<file path="src/rtl/serial_subtractor_nbit_if.sv">
// Handshake and operand/result bundle for the bit-serial subtractor.
// PortOvf exists only when SUB_OVERFLOW_EN is defined.
interface serial_subtractor_nbit_if #(
    parameter int SIZE = 4
);
    logic            PortStart;
    logic [SIZE-1:0] PortA_nbit;
    logic [SIZE-1:0] PortB_nbit;
    logic            PortBin_nbit;
    logic [SIZE-1:0] PortD_nbit;
    logic            PortBout;
    logic            PortBusy;
    logic            PortDone;
`ifdef SUB_OVERFLOW_EN
    logic            PortOvf;

    modport master (
        output PortStart, PortA_nbit, PortB_nbit, PortBin_nbit,
        input  PortD_nbit, PortBout, PortBusy, PortDone, PortOvf
    );
    modport slave (
        input  PortStart, PortA_nbit, PortB_nbit, PortBin_nbit,
        output PortD_nbit, PortBout, PortBusy, PortDone, PortOvf
    );
`else
    modport master (
        output PortStart, PortA_nbit, PortB_nbit, PortBin_nbit,
        input  PortD_nbit, PortBout, PortBusy, PortDone
    );
    modport slave (
        input  PortStart, PortA_nbit, PortB_nbit, PortBin_nbit,
        output PortD_nbit, PortBout, PortBusy, PortDone
    );
`endif
endinterface

</file>
<file path="src/rtl/serial_subtractor_nbit.sv">
// Bit-serial subtractor D = A - B - Bin, LSB first, one bit per clock, single borrow flop.
// Optional signed-overflow output enabled by defining SUB_OVERFLOW_EN.
module serial_subtractor_nbit #(
    parameter int SIZE = 4
) (
    input  logic                    PortClk,
    input  logic                    PortRst_n,
    serial_subtractor_nbit_if.slave bus
);
    localparam int CNT_W = (SIZE > 2) ? $clog2(SIZE) : 1;

    typedef enum logic [1:0] {
        IDLE  = 2'd0,
        SHIFT = 2'd1,
        DONE  = 2'd2
    } state_t;

    state_t            state;
    state_t            state_next;
    logic              busy;
    logic              done;

    logic [CNT_W-1:0]  cnt;
    logic [SIZE-1:0]   a_sr;
    logic [SIZE-1:0]   b_sr;
    logic              br;
    logic [SIZE-2:0]   res_sr;
    logic [SIZE-1:0]   d_q;
    logic              bout_q;

    logic              accept;
    logic              last_bit;
    logic              bit_d;
    logic              br_next;
    logic [SIZE-1:0]   res_next;

    assign accept   = bus.PortStart && ((state == IDLE) || (state == DONE));
    assign last_bit = (state == SHIFT) && (cnt == CNT_W'(SIZE - 1));

    // One full-subtractor cell evaluated on the current LSBs.
    assign bit_d    = a_sr[0] ^ b_sr[0] ^ br;
    assign br_next  = (~a_sr[0] & b_sr[0]) | (~(a_sr[0] ^ b_sr[0]) & br);
    // Difference bits enter at the MSB; after SIZE shifts the word is aligned.
    assign res_next = {bit_d, res_sr};

    always_ff @(posedge PortClk or negedge PortRst_n) begin
        if (!PortRst_n) begin
            state <= IDLE;
        end else begin
            state <= state_next;
        end
    end

    always_comb begin
        state_next = state;
        busy       = 1'b0;
        done       = 1'b0;
        case (state)
            IDLE: begin
                if (bus.PortStart) state_next = SHIFT;
            end
            SHIFT: begin
                busy = 1'b1;
                if (cnt == CNT_W'(SIZE - 1)) state_next = DONE;
            end
            DONE: begin
                done       = 1'b1;
                state_next = bus.PortStart ? SHIFT : IDLE;
            end
            default: state_next = IDLE;
        endcase
    end

    always_ff @(posedge PortClk or negedge PortRst_n) begin
        if (!PortRst_n) begin
            cnt    <= '0;
            a_sr   <= '0;
            b_sr   <= '0;
            br     <= 1'b0;
            res_sr <= '0;
            d_q    <= '0;
            bout_q <= 1'b0;
        end else if (accept) begin
            cnt    <= '0;
            a_sr   <= bus.PortA_nbit;
            b_sr   <= bus.PortB_nbit;
            br     <= bus.PortBin_nbit;
            res_sr <= '0;
            d_q    <= '0;
            bout_q <= 1'b0;
        end else if (state == SHIFT) begin
            cnt    <= cnt + CNT_W'(1);
            a_sr   <= a_sr >> 1;
            b_sr   <= b_sr >> 1;
            br     <= br_next;
            res_sr <= res_next[SIZE-1:1];
            if (last_bit) begin
                d_q    <= res_next;
                bout_q <= br_next;
            end
        end
    end

`ifdef SUB_OVERFLOW_EN
    // Sign bits of the captured operands; the shift registers lose them.
    logic a_msb;
    logic b_msb;
    logic ovf_q;

    always_ff @(posedge PortClk or negedge PortRst_n) begin
        if (!PortRst_n) begin
            a_msb <= 1'b0;
            b_msb <= 1'b0;
            ovf_q <= 1'b0;
        end else if (accept) begin
            a_msb <= bus.PortA_nbit[SIZE-1];
            b_msb <= bus.PortB_nbit[SIZE-1];
            ovf_q <= 1'b0;
        end else if (last_bit) begin
            ovf_q <= (a_msb ^ b_msb) & (bit_d ^ a_msb);
        end
    end

    assign bus.PortOvf = ovf_q;
`endif

    assign bus.PortD_nbit = d_q;
    assign bus.PortBout   = bout_q;
    assign bus.PortBusy   = busy;
    assign bus.PortDone   = done;

endmodule
</file>
<file path="src/flat_wrapper.sv">
// flat-port wrapper written by rule: the top's interface ports become plain ports
module serial_subtractor_nbit_flat 
#(
    parameter int SIZE = 4
)
  (PortClk, PortRst_n, bus_PortStart, bus_PortA_nbit, bus_PortB_nbit, bus_PortBin_nbit, bus_PortD_nbit, bus_PortBout, bus_PortBusy, bus_PortDone);
  serial_subtractor_nbit_if #(.SIZE(SIZE)) bus_i ();
  input  logic PortClk;
  input  logic PortRst_n;
  input wire logic [$bits(bus_i.PortStart)-1:0] bus_PortStart;
  input wire logic [$bits(bus_i.PortA_nbit)-1:0] bus_PortA_nbit;
  input wire logic [$bits(bus_i.PortB_nbit)-1:0] bus_PortB_nbit;
  input wire logic [$bits(bus_i.PortBin_nbit)-1:0] bus_PortBin_nbit;
  output wire logic [$bits(bus_i.PortD_nbit)-1:0] bus_PortD_nbit;
  output wire logic [$bits(bus_i.PortBout)-1:0] bus_PortBout;
  output wire logic [$bits(bus_i.PortBusy)-1:0] bus_PortBusy;
  output wire logic [$bits(bus_i.PortDone)-1:0] bus_PortDone;
  assign bus_i.PortStart = bus_PortStart;
  assign bus_i.PortA_nbit = bus_PortA_nbit;
  assign bus_i.PortB_nbit = bus_PortB_nbit;
  assign bus_i.PortBin_nbit = bus_PortBin_nbit;
  assign bus_PortD_nbit = bus_i.PortD_nbit;
  assign bus_PortBout = bus_i.PortBout;
  assign bus_PortBusy = bus_i.PortBusy;
  assign bus_PortDone = bus_i.PortDone;
  serial_subtractor_nbit #(.SIZE(SIZE)) u_core (.PortClk(PortClk), .PortRst_n(PortRst_n), .bus(bus_i));
endmodule
</file>
<file path="config.mk">
export PLATFORM = sky130hd
export DESIGN_NAME = serial_subtractor_nbit_flat
export DESIGN_NICKNAME = d
export VERILOG_FILES = /design/src/rtl/serial_subtractor_nbit_if.sv /design/src/rtl/serial_subtractor_nbit.sv /design/src/flat_wrapper.sv
export SDC_FILE = /design/constraint.sdc
export NUM_CORES = 1
export LEC_CHECK = 0
export CAP_MARGIN = 20
export CORE_UTILIZATION = 42
export DETAILED_ROUTE_END_ITERATION = 6
export PLACE_DENSITY_LB_ADDON = 0.15
export SLEW_MARGIN = 20
export SYNTH_ARGS = -nofsm -noshare
export SYNTH_HDL_FRONTEND = slang
export SYNTH_SLANG_ARGS = --single-unit
</file>
<file path="constraint.sdc">
create_clock -name PortClk -period 1.75 [get_ports PortClk]
set_clock_uncertainty 0.2 [all_clocks]
set_input_delay 0.35 -clock PortClk [delete_from_list [all_inputs] [get_ports PortClk]]
set_output_delay 0.35 -clock PortClk [all_outputs]
set_load 0.05 [all_outputs]
</file>
After elaboration in Yosys (flattened, before gate mapping)
Index checks and enable logic that the tools add are counted.

Register bits: 21. Input port bits: 12. Output and inout port bits: 7.

Add/subtract/negate cells: 1. Reduce and logical (&&, ||, !) cells: 8. Bitwise operators: 7. Multiplexer cells: 22. Equality and inequality tests: 5.

Operators by type and width (number): 4-bit 2-to-1 mux (7); 1-bit 2-to-1 mux (8); 2-bit 2-to-1 mux (4); 3-bit 2-to-1 mux (2); 2-bit one-hot mux with 3 select lines (1); 2-bit equality test (second input constant) (2); 2-bit AND reduction (2); 2-bit nonzero test (2); 2-bit by 1-bit adder with 2-bit output (second input constant) (1); 1-bit AND (2); 2-bit by 1-bit equality test with 1-bit output (second input constant) (1); 1-bit logical AND (2); 2-bit logical NOT (1); 2-bit by 1-bit inequality test with 1-bit output (second input constant) (1); 2-bit inequality test (second input constant) (1); 1-bit inverter (2); 1-bit XOR (2); 1-bit logical OR (1); 1-bit bitwise OR (1).

Logic depth before layout (Yosys ltp)
Word-level depth: 7. Depth in mapped cells: 5. Depth with buffers taken out: 5.

Least setup slack after synthesis
OpenSTA, ideal clock, no wires.

Path type: register -> output. From: reg u_core.state[1]. To: out bus_PortDone. Required time: 1.200 ns. Buffers on the path: 2. Stages on the path, launching flop included: 4. Data arrival time: 1.335 ns. Path slack: -0.135 ns. Cells stage by stage: dfrtp_1 > buf_6 > buf_6 > nor2b_1.

Word-level cells in the longest chain between the ends: 2.

Ends and longest elaborated chain: start: declaration (RTL line serial_subtractor_nbit.sv:18) `state_t state;`; start signal: assignment (RTL line serial_subtractor_nbit.sv:50) `state <= state_next;`; 2-bit equality test (RTL line serial_subtractor_nbit.sv:58) `case (state)`; 1-bit 2-to-1 mux (RTL line serial_subtractor_nbit.sv:58); end: declaration (RTL line flat_wrapper.sv:17) `output wire logic [$bits(bus_i.PortDone)-1:0] bus_PortDone;`.

No other way between the ends.

Worst setup path after layout
From: reg u_core.state[0]. To: out bus_PortBusy.

Word-level cells in the longest chain between the ends: 2.

Ends and longest elaborated chain: 2-bit by 1-bit equality test with 1-bit output (RTL line serial_subtractor_nbit.sv:58); 1-bit 2-to-1 mux (RTL line serial_subtractor_nbit.sv:58); end: declaration (RTL line flat_wrapper.sv:16) `output wire logic [$bits(bus_i.PortBusy)-1:0] bus_PortBusy;`.

No other way between the ends.

==> results.tsv <==
metric	value	unit
critical path arrival	1160	ps
fmax	584	MHz
share of the clock period used by the worst path	97.8	%
Iteration-0 DRC Markers	7	
Psw	1.01	mW
# rows	18	
Max FO, Critical Path	4	
Place WS	1.49	ps
share of cells above drive strength 1	23.9	%
Cell Area, Synth	1140	sq um
Die ar.	2930	sq um
Fin Setup TNS	0	ps
most frequent cells in the layout	dfrtp_1 (20), nand3_1 (17), clkdlybuf4s50_1 (11)	
placed cell count	156	
drt drc	0	
PwrDens	1710	nW/um^2
Netlist cell types	23	
initial antenna violation count	0	
Peak VDD IR	1.20	mV
synthesis-to-finish area growth	32.5	%
Non-Filler Instances	164	
Worst Tran Pin Value	276	ps
total grt overflow	0	
Comb pwr share	56.9	%
origin of the critical flop-to-flop path	u_core.b_sr[0]	
# IOs	19	
Cells after Synth	108	
initial core utilization	45.3	%
DR pass1 iterations	4	
outcome	complete, no violations	
Post-Route WL	2.06	mm
vias per cell	5.16	
Core Area	2520	sq um
total number of vias	846	
Data required, critical path	1200	ps
Die W	54.2	um
Mapped Avg Cell Area	10.6	sq um
worst setup margin	38.8	ps
Max H-tree Level	1	
vias in the first global route	759	
Tmin final	1710	ps
Ant. Diodes	0	
later-pin clock latency in the skew report	300	ps
Synth Register Bits	21	
FF-to-FF setup slack	50	ps
clk sinks	21	
first-pass GRT wire length	3.30	mm
share of total power in the clock network	9.1	%
cts bufs inserted	3	
Clock Tree Buf Depth	2	
routability cong.	0.708	
Hold Path Class	input port to async pin	
commonest non-fill, non-tap cell in the layout	dfrtp_1	
Flop pwr share	34.0	%
clock root buffer master	clkbuf_4	
Lkg Pwr	0.666	nW
Worst slew margin	81.6	%
Max Slew Vio Count	0	
antenna viol nets, final	0	
overall routing resource usage	16.2	%
Pwr Total	2.59	mW
P_int	1.58	mW
Hold Violations, Final	0	
startpoint types	flip-flop	
yosys warns	0	
CP Class	flip-flop to primary output	
r2r worst-path depth	4	
CTS tree	done	
Seq/Total Area, Yosys	46.0	%
CTS clock-pin slew for the worst setup and hold paths	120	ps
NumNets Final	149	
Die Y	54.2	um
RSZ-0062 raised after global routing	yes	
worst hold slack	170	ps
Final Setup Violations	0	
DP Wirelength	1.50	mm
Worst Setup End Kind	primary output	
# port buffers	18	
Syn Nets	122	
max-cap violation count	0	
Hold Buf Count CTS	0	
switching share of power	38.9	%
RR Endpoint	u_core.res_sr[2]	
pin count of the biggest net entering global routing	36	
DR WL/cell	12.6	um
==> through the flow <==
step / utilization, % / area, sq um
6_report: 60.0 / 1510
3_5_place_dp: 57.6 / 1450
5_1_grt: 60.0 / 1510
3_3_place_gp: 57.6 / 1450
4_1_cts: 59.4 / 1500
2_1_floorplan: - / 1140
==> worst max path at each step <==
stage                         start        endpoint  slack, ps  cells after the start
finish              u_core.state[0]    bus_PortBusy         40                      2
CTS                 u_core.state[1]    bus_PortBusy          4                      2
floorplan           u_core.state[1]    bus_PortDone        120                      3
global placement      bus_PortStart  u_core.a_sr[0]         30                      5
detailed placement    bus_PortStart  u_core.b_sr[1]          1                      5
global route        u_core.state[0]    bus_PortBusy         -6                      2
==> worst max-delay path, stage by stage (launching register included) <==
cell     delay, ps
dfrtp_1        460
and2b_2        250
buf_12         150
==> cell families (layout without fill, tap and decap cells) <==
kind of cell    after synthesis  after routing  synth area share, %
fa+ha+maj                     2              2                 2.85
mux                          14             14                 14.1
compound gates               21             21                 12.0
buf+inv                      11             37                 6.57
flops                        21             21                 46.0
simple gates                 38             38                 17.6
xor+xnor                      1              1                0.767
==> power groups by stage <==
| stage | Clock (mW) | Combinational (mW) | Sequential (mW) |
|---|---|---|---|
| 2_1_floorplan | 0 | 0.925 | 0.929 |
| 3_3_place_gp | 0 | 1.39 | 0.891 |
| 3_5_place_dp | 0 | 1.42 | 0.901 |
| 4_1_cts | 0.253 | 1.45 | 0.887 |
| 5_1_grt | 0.266 | 1.60 | 0.910 |
| 6_report | 0.235 | 1.47 | 0.882 |
==> cell type report <==
class	instances	area (sq um)
Fill cell	231	1010
Timing Repair Buffer	30	365
Inverter	3	11.3
Sequential cell	21	527
Clock buffer	3	22.5
Clock inverter	1	5.00
Tap cell	30	37.5
Multi-Input combinational cell	76	546
==> per-layer routing <==
layer	share of wire, %	routed length [um]	GRT usage, %
met1	47	968	19.8
met2	49	1000	27.4
met3	3.4	71	2.54
met4	0.82	17	7.69
met5	0	0	0
==> state kept, by name, summed over array words and instances (netlist names) <==
| name | count |
|---|---|
| u_core.b_sr | 4 |
| u_core.bus.PortBout | 1 |
| u_core.cnt | 2 |
| u_core.state | 2 |
| u_core.br | 1 |
| u_core.bus.PortD_nbit | 4 |
| u_core.a_sr | 4 |
| u_core.res_sr | 3 |
==> cells in the mapped netlist <==
cell type,instances,area [sq um]
and2_1,1,6.26
mux2_4,4,60.1
dfrtp_1,21,526
mux2i_1,9,90.1
o21ai_0,3,15.0
inv_1,3,11.3
nand3_1,17,85.1
buf_4,2,15.0
ha_1,1,12.5
a22o_1,4,35.0
nor2_1,1,3.75
fa_1,1,20.0
buf_6,3,33.8
nor2_2,1,6.26
a21oi_1,7,35.0
nand2b_1,2,12.5
mux2_2,1,11.3
nand2_1,6,22.5
buf_2,3,15.0
a211oi_1,7,52.6
xnor2_1,1,8.76
and2b_1,2,15.0
nor2b_1,8,50.1
==> repair_timing <==
action / CTS / global route
endpoints found under the hold margin: 0 / 0
buffers inserted: 2 / 2
gates cloned: 0 / 0
setup endpoints to repair: 2 / 2
gates resized for setup: 1 / 1
Note: power is estimated with default switching activity, not from simulation.
